[src/rtl/handshake_constant_check_pkg.sv]
// Shared handshake definitions: skid-buffer state encoding and a
// width-parameterised saturating increment used by the debug counters.
package handshake_constant_check_pkg;

    typedef enum logic [1:0] {
        ST_EMPTY = 2'd0,
        ST_ONE   = 2'd1,
        ST_TWO   = 2'd2
    } hs_state_t;

    localparam int SAT_MAX_W = 64;

    // Callers zero-extend their counter into SAT_MAX_W bits and slice the
    // result back down; width selects the saturation point.
    function automatic logic [SAT_MAX_W-1:0] sat_inc(
        input logic [SAT_MAX_W-1:0] value,
        input int unsigned          width
    );
        logic [SAT_MAX_W-1:0] all_ones;
        if (width >= SAT_MAX_W) begin
            all_ones = '1;
        end else begin
            all_ones = (SAT_MAX_W'(1) << width) - SAT_MAX_W'(1);
        end
        if (value >= all_ones) begin
            sat_inc = all_ones;
        end else begin
            sat_inc = value + SAT_MAX_W'(1);
        end
    endfunction

endpackage

[src/rtl/handshake_skid_1b.sv]
// Two-entry, full-throughput skid buffer carrying a 1-bit payload.
// All outputs, including in_ready, come straight from flops.
module handshake_skid_1b
    import handshake_constant_check_pkg::*;
(
    input  logic clk,
    input  logic rst,
    input  logic in_valid,
    input  logic in_match,
    output logic in_ready,
    output logic out_valid,
    input  logic out_ready,
    output logic out_match
);

    hs_state_t state_reg;
    logic      main_match_reg;
    logic      skid_match_reg;
    logic      in_ready_reg;
    logic      out_valid_reg;

    logic in_fire;
    logic out_fire;

    assign in_fire  = in_valid & in_ready_reg;
    assign out_fire = out_valid_reg & out_ready;

    always_ff @(posedge clk or negedge rst) begin
        if (!rst) begin
            state_reg      <= ST_EMPTY;
            main_match_reg <= 1'b0;
            skid_match_reg <= 1'b0;
            in_ready_reg   <= 1'b0;
            out_valid_reg  <= 1'b0;
        end else begin
            case (state_reg)
                ST_EMPTY: begin
                    in_ready_reg <= 1'b1;
                    if (in_fire) begin
                        state_reg      <= ST_ONE;
                        main_match_reg <= in_match;
                        out_valid_reg  <= 1'b1;
                    end
                end
                ST_ONE: begin
                    if (in_fire && out_fire) begin
                        main_match_reg <= in_match;
                        in_ready_reg   <= 1'b1;
                    end else if (in_fire) begin
                        // Downstream stalled: park the new token in skid.
                        state_reg      <= ST_TWO;
                        skid_match_reg <= in_match;
                        in_ready_reg   <= 1'b0;
                    end else if (out_fire) begin
                        state_reg     <= ST_EMPTY;
                        out_valid_reg <= 1'b0;
                        in_ready_reg  <= 1'b1;
                    end else begin
                        in_ready_reg <= 1'b1;
                    end
                end
                ST_TWO: begin
                    if (out_fire) begin
                        state_reg      <= ST_ONE;
                        main_match_reg <= skid_match_reg;
                        in_ready_reg   <= 1'b1;
                    end else begin
                        in_ready_reg <= 1'b0;
                    end
                end
                default: begin
                    state_reg     <= ST_EMPTY;
                    out_valid_reg <= 1'b0;
                    in_ready_reg  <= 1'b0;
                end
            endcase
        end
    end

    assign in_ready  = in_ready_reg;
    assign out_valid = out_valid_reg;
    assign out_match = main_match_reg;

endmodule

[src/rtl/handshake_constant_check.sv]
// Handshake sink that compares each token against CONST_VALUE and emits a
// dataless match token, with saturating debug counters and a sticky error.
module handshake_constant_check
    import handshake_constant_check_pkg::*;
#(
    parameter int                    DATA_WIDTH  = 32,
    parameter logic [DATA_WIDTH-1:0] CONST_VALUE = DATA_WIDTH'(7'b0111001),
    parameter int                    CNT_WIDTH   = 16
) (
    input  logic                  clk,
    input  logic                  rst,
    input  logic [DATA_WIDTH-1:0] ins,
    input  logic                  ins_valid,
    output logic                  ins_ready,
    output logic                  ctrl_valid,
    input  logic                  ctrl_ready,
    output logic                  ctrl_match,
    input  logic                  clr,
    output logic [CNT_WIDTH-1:0]  token_count,
    output logic [CNT_WIDTH-1:0]  mismatch_count,
    output logic                  err_sticky
);

    logic                 match;
    logic                 in_fire;
    logic                 ins_ready_int;
    logic [CNT_WIDTH-1:0] token_count_reg;
    logic [CNT_WIDTH-1:0] mismatch_count_reg;
    logic                 err_sticky_reg;

    assign match   = (ins == CONST_VALUE);
    assign in_fire = ins_valid & ins_ready_int;

    handshake_skid_1b u_skid (
        .clk       (clk),
        .rst       (rst),
        .in_valid  (ins_valid),
        .in_match  (match),
        .in_ready  (ins_ready_int),
        .out_valid (ctrl_valid),
        .out_ready (ctrl_ready),
        .out_match (ctrl_match)
    );

    // clr restarts the counters from this cycle's token contribution so a
    // token accepted alongside clr is never lost from the statistics.
    always_ff @(posedge clk or negedge rst) begin
        if (!rst) begin
            token_count_reg    <= '0;
            mismatch_count_reg <= '0;
            err_sticky_reg     <= 1'b0;
        end else if (clr) begin
            token_count_reg    <= in_fire ? CNT_WIDTH'(1) : '0;
            mismatch_count_reg <= (in_fire && !match) ? CNT_WIDTH'(1) : '0;
            err_sticky_reg     <= in_fire && !match;
        end else if (in_fire) begin
            token_count_reg <= CNT_WIDTH'(sat_inc(SAT_MAX_W'(token_count_reg), CNT_WIDTH));
            if (!match) begin
                mismatch_count_reg <= CNT_WIDTH'(sat_inc(SAT_MAX_W'(mismatch_count_reg), CNT_WIDTH));
                err_sticky_reg     <= 1'b1;
            end
        end
    end

    assign ins_ready      = ins_ready_int;
    assign token_count    = token_count_reg;
    assign mismatch_count = mismatch_count_reg;
    assign err_sticky     = err_sticky_reg;

endmodule

[config.mk]
export PLATFORM = sky130hd
export DESIGN_NAME = handshake_constant_check
export DESIGN_NICKNAME = d
export VERILOG_FILES = /design/src/rtl/handshake_constant_check_pkg.sv /design/src/rtl/handshake_skid_1b.sv /design/src/rtl/handshake_constant_check.sv
export SDC_FILE = /design/constraint.sdc
export NUM_CORES = 1
export LEC_CHECK = 0
export BUFFER_PORTS_ARGS = -buffer_cell sky130_fd_sc_hd__buf_2
export CAP_MARGIN = 0
export CORE_MARGIN = 4
export CORE_UTILIZATION = 49
export CTS_BUF_LIST = sky130_fd_sc_hd__clkbuf_8
export DETAILED_ROUTE_END_ITERATION = 12
export MAX_ROUTING_LAYER = met4
export PLACE_DENSITY = 0.86
export SLEW_MARGIN = 20
export SYNTH_ARGS = -nofsm -noshare
export SYNTH_HDL_FRONTEND = slang
export SYNTH_SLANG_ARGS = --single-unit
[constraint.sdc]
create_clock -name clk -period 2.9 [get_ports clk]
set_clock_uncertainty 0.15 [all_clocks]
set_input_delay 0.29 -clock clk [delete_from_list [all_inputs] [get_ports clk]]
set_output_delay 0.29 -clock clk [all_outputs]
set_load 0.05 [all_outputs]
Yosys cells after proc, flatten, opt, wreduce, memory -nomap -nowiden
Cells that the tools add are included.

operators by class
  add/sub/neg operators = 2
  order comparisons = 2
  equal/unequal tests = 11
  mux-type cells = 36
  bitwise gates (word level) = 4
  reduce and logical (&&, ||, !) cells = 11

operators by type and width
  operator                 count
  $mux W64                 5
  $ge A16 B64 Y1           2
  $mux W16                 7
  $add A16 B1 Y16 const B  2
  $eq A32 B6 Y1 const B    1
  $mux W1                  15
  $mux W2                  5
  $pmux W1 S3              3
  $ne A2 B2 Y1 const B     4
  $reduce_and A4 Y1        2
  $ne A2 B1 Y1 const B     3
  $pmux W2 S3              1
  $reduce_and A5 Y1        1
  $ne A3 B2 Y1 const B     1
  $reduce_and A3 Y1        1
  $reduce_bool A3 Y1       1
  $and A1 B1 Y1            2
  $eq A2 B1 Y1 const B     1
  $eq A2 B2 Y1 const B     1
  $logic_and A1 B1 Y1      2
  $logic_not A2 Y1         1
  $not A1 Y1               2
  $reduce_and A2 Y1        1
  $reduce_bool A2 Y1       1
  $logic_not A1 Y1         1

storage, ports and cells
  bits in registers = 39
  input bits = 37

Depth between registers and ports, before layout
  depth in word-level cells = 9
  depth in mapped cells = 8

Hierarchy
Synthesis repeated with hierarchy kept, for this count alone.

second synthesis, totals
  cell total of the unflattened synthesis = 234
  area total of the unflattened synthesis = 2188.3 µm²

by module, submodules not included
  module                    instances  cells an instance  area an instance (µm²)  sequential area each (µm²)
  handshake_constant_check  1          206                1876.8                  825.8
  handshake_skid_1b         1          28                 311.5                   150.1

Least setup slack after synthesis
No wires, ideal clock.

  path type = flip-flop to flip-flop
  start point = register token_count_reg[0], in the netlist token_count[0]
  end point = register token_count_reg[9], in the netlist token_count[9]
  arrival = 2310 ps
  required time = 2663 ps
  slack = 353 ps
  stages on the path, launching flop included = 9
  buffers on the path = 2
  clock period less this slack = 2547 ps
  path through = dfrtp_1 ha_1 nand4_4 or4_4 buf_6 buf_8 a21oi_2 nor2_1 a211oi_2

on the way
  word-level cells in the longest chain between the ends = 4
  elaborated cells on any way between the ends = 5
  those cells by class = add/sub (1); order compare (1); mux (3)

RTL lines
  what                                               line                                                                    source
  from (decl)                                        handshake_constant_check.sv:27                                          logic [CNT_WIDTH-1:0] token_count_reg;
  from (signal assigned)                             handshake_constant_check.sv:53                                          token_count_reg <= in_fire ? CNT_WIDTH'(1) : '0;
  from (signal assigned)                             handshake_constant_check.sv:57                                          token_count_reg <= CNT_WIDTH'(sat_inc(SAT_MAX_W'(token_count_reg), CNT_WIDTH));
  $ge A16 B64 Y1 or $add A16 B1 Y16 (tied branches)  handshake_constant_check_pkg.sv:25, handshake_constant_check_pkg.sv:28
  $mux W16 (*)                                       handshake_constant_check_pkg.sv:25                                      if (value >= all_ones) begin
  $mux W16 (*)                                       handshake_constant_check.sv:56                                          end else if (in_fire) begin
  $mux W16 (*)                                       handshake_constant_check.sv:52                                          end else if (clr) begin

Mark *: on every way between the ends. The rest lies on a longest branch, timed or not. The select of a mux whose other input is x is not followed.
A chain may end at the register's enable or synchronous reset.

Worst setup path after layout
  start point = register token_count_reg[0], in the netlist token_count[0]
  end point = register token_count_reg[13], in the netlist token_count[13]

The elaborated chain is that of the path after synthesis.

==> reports/metrics.cfg <==
[timing]
setup_viol=0
min_period_ns=2.36
max-slew-margin-rel_pct=42.7
rsz0062_at_grt=no
slew_violations=0
period_share_pct=81.2
tightest_slew_ns=0.860
fmax_ghz=0.424
final_hold_viol_count=0
setup_tns_ns=0
whs_ns=0.208

[clocking]
cts_setup_buffers=0
clkSinkCount=39
clk_path_buf_depth=2
root_buffer=clkbuf_8
insertion_delay_ns=0.29
cts_buffers=5
hold_buffers=1
cts_resized=0
cts_max_level=2
tritoncts=done
clkTransAtPathRegs_ns=0.08

[worst_setup_path]
slowest_stage=or4_4
start_kind=register
crit_required_ns=2.93
reg2reg_from=token_count[0]$_DFFE_PN0P_
r2r_end=token_count[13]$_DFFE_PN0P_
cp.buffers_inverters=0
slowest_delay_ns=0.69
cpLargestDelayFamily=simple AND/OR/NAND/NOR gates
worst-path-max-fanout=15
crit_type=register to register
crit_chain=ha_1 -> nand4_4 -> or4_4 -> o21ai_0 -> a21oi_1 -> a311oi_1
reg2reg_slack_ns=0.54
end_kind=register
r2r_cells=6
arrival_ns=2.39

[power_and_ir_drop]
power.density_nw_per_um2=364
irDropWorstVdd_mv=0.216
power_switching_uw=210
intPower_uw=777
seq_power_share_pct=55.0
swShare_pct=21.3
power_frac_comb_pct=4.7
fin_total_pwr_uw=987
clkPwrFrac_pct=40.2
leakagePower_uw=0.00129

[cells_and_area]
area_growth_pct=20.7
final_cell_mix=buf_2 (72), dfrtp_1 (39), nor2_1 (26)
antennaDiodeCount=0
multi_input_area_um2=1180
mostFrequentLayoutCell=buf_2
final_cell_area_um2=2710
layout.cells.non_filler=358
nets=344
ff_latch_area_um2=976
final_layout_size_suffix_gt1_share_pct=31.0
fill_cells=373

[min_path]
timing.hold.worst_path_depth=4
hold_start=ctrl_ready
min_path_type=input pin to register
worstHoldEndpoint=u_skid.out_valid$_DFFE_PN0P_

[logic_synthesis]
yosysUniqueCellTypes=50
synth.avg_cell_area_um2=9.43
yosys.area.top_type=dfrtp_1
synth_cells=238
synth_seq_area_share_pct=43.5
synth_top_area_share_pct=43.5
synth-seq-cells=39
ys_async_sr_fraction_pct=100
ys_warn_count=0
synth_area_leaders=dfrtp_1 (44%), nor2_1 (4.4%), a211oi_1 (3.7%)
synth_edf_count=0
netlist_area_um2=2240
syn_nets=277
synth-main-ff-cell=dfrtp_1

[placed_design]
port-buffer-count=72
place_area_um2=2600
numPlacedInstances=349
gp_congestion=0.887
place_hpwl_mm=4.03

[status]
status=completed

[routing]
wl_mm=5.55
drt_iter0_markers=173
dr.pass1.iters=4
ant_nets=0
remaining_drc_errors=0
wire_per_inst_um=15.5
vias=2213
viasPerCell=6.18

[floorplan]
die_y_um=75.7
die_area_um2=5730
io_pins=73
start_util_pct=51.2
core_area_um2=4380
rows=24
die_w_um=75.7

[global_routing]
grt_max_degree=40
grt_pass1_vias=2191
grt-ovfl-total=0
antenna_found_initial=0
track_usage_pct=21.8
grt_pass1_wl_mm=9.48

[job]
maxCapViolations=0

-- cell type report --
| cell class | instances | area share, % |
|---|---|---|
| Inverter | 4 | 0.554 |
| Clock buffer | 7 | 3.56 |
| Multi-Input combinational cell | 182 | 43.6 |
| Tap cell | 52 | 2.40 |
| Timing Repair Buffer | 73 | 13.7 |
| Clock inverter | 1 | 0.139 |
| Sequential cell | 39 | 36.0 |
-- worst max-delay path by stage --
stage | start | endpoint | slack (ns) | depth (start not counted)
final | token_count[0]$_DFFE_PN0P_ | token_count[13]$_DFFE_PN0P_ | 0.54 | 6
after global routing | token_count[0]$_DFFE_PN0P_ | token_count[7]$_DFFE_PN0P_ | 0.44 | 6
after CTS | token_count[0]$_DFFE_PN0P_ | token_count[13]$_DFFE_PN0P_ | 0.53 | 6
after detailed placement | token_count[0]$_DFFE_PN0P_ | token_count[13]$_DFFE_PN0P_ | 0.55 | 6
after global placement | token_count[0]$_DFFE_PN0P_ | token_count[13]$_DFFE_PN0P_ | 0.73 | 5
after floorplan | token_count[0]$_DFFE_PN0P_ | token_count[9]$_DFFE_PN0P_ | 0.35 | 8
-- cells in the mapped netlist, types with 6 or more instances --
master / n
dfrtp_1: 39
nor2_1: 26
a21oi_1: 14
nand2_1: 12
a211oi_1: 11
nand3_1: 11
nand4_1: 10
clkbuf_1: 9
nor3_1: 9
nor4_1: 9
o21ai_0: 8
a311oi_1: 7
a31oi_1: 6
and3_1: 6
-- per-stage QoR --
stage	worst slack [ns]	util [%]
after detailed placement	0.549	59.3
final	0.544	61.8
after CTS	0.531	61.8
after floorplan	0.353	-
after global placement	0.726	59.3
after global routing	0.437	61.8
-- power groups by stage --
stage               logic (uW)  clock network [uW]  registers (uW)
detailed placement        46.8                   0             554
global placement          46.0                   0             554
global route              53.2                 435             543
floorplan                 9.94                   0             554
CTS                       47.7                 404             543
finish                    46.6                 397             543
-- per-layer routing --
metal  global-route usage [%]  up-vias  routed length [um]
met4                     6.60        0                  37
met2                     34.7       82                2760
met5                        -        -                   0
met1                     27.3     1069                2400
li1                         -     1058                   -
met3                     5.54        4                 347
-- kinds of logic (layout without fill, tap and decap cells) --
logic type / count (synthesis) / count (layout) / synth area share, %
simple gates: 105 / 105 / 27.1
buf+inv: 17 / 85 / 3.79
mux: 4 / 4 / 1.95
compound gates: 71 / 71 / 22.5
flops: 39 / 39 / 43.5
fa+ha+maj: 2 / 2 / 1.12
-- worst register-to-register path, stage by stage, from the launching register on --
cell and delay [ns]:
dfrtp_1 0.43, ha_1 0.30, nand4_4 0.18, or4_4 0.69
o21ai_0 0.13, a21oi_1 0.10, a311oi_1 0.29
Power figures use the tool's default switching activity.
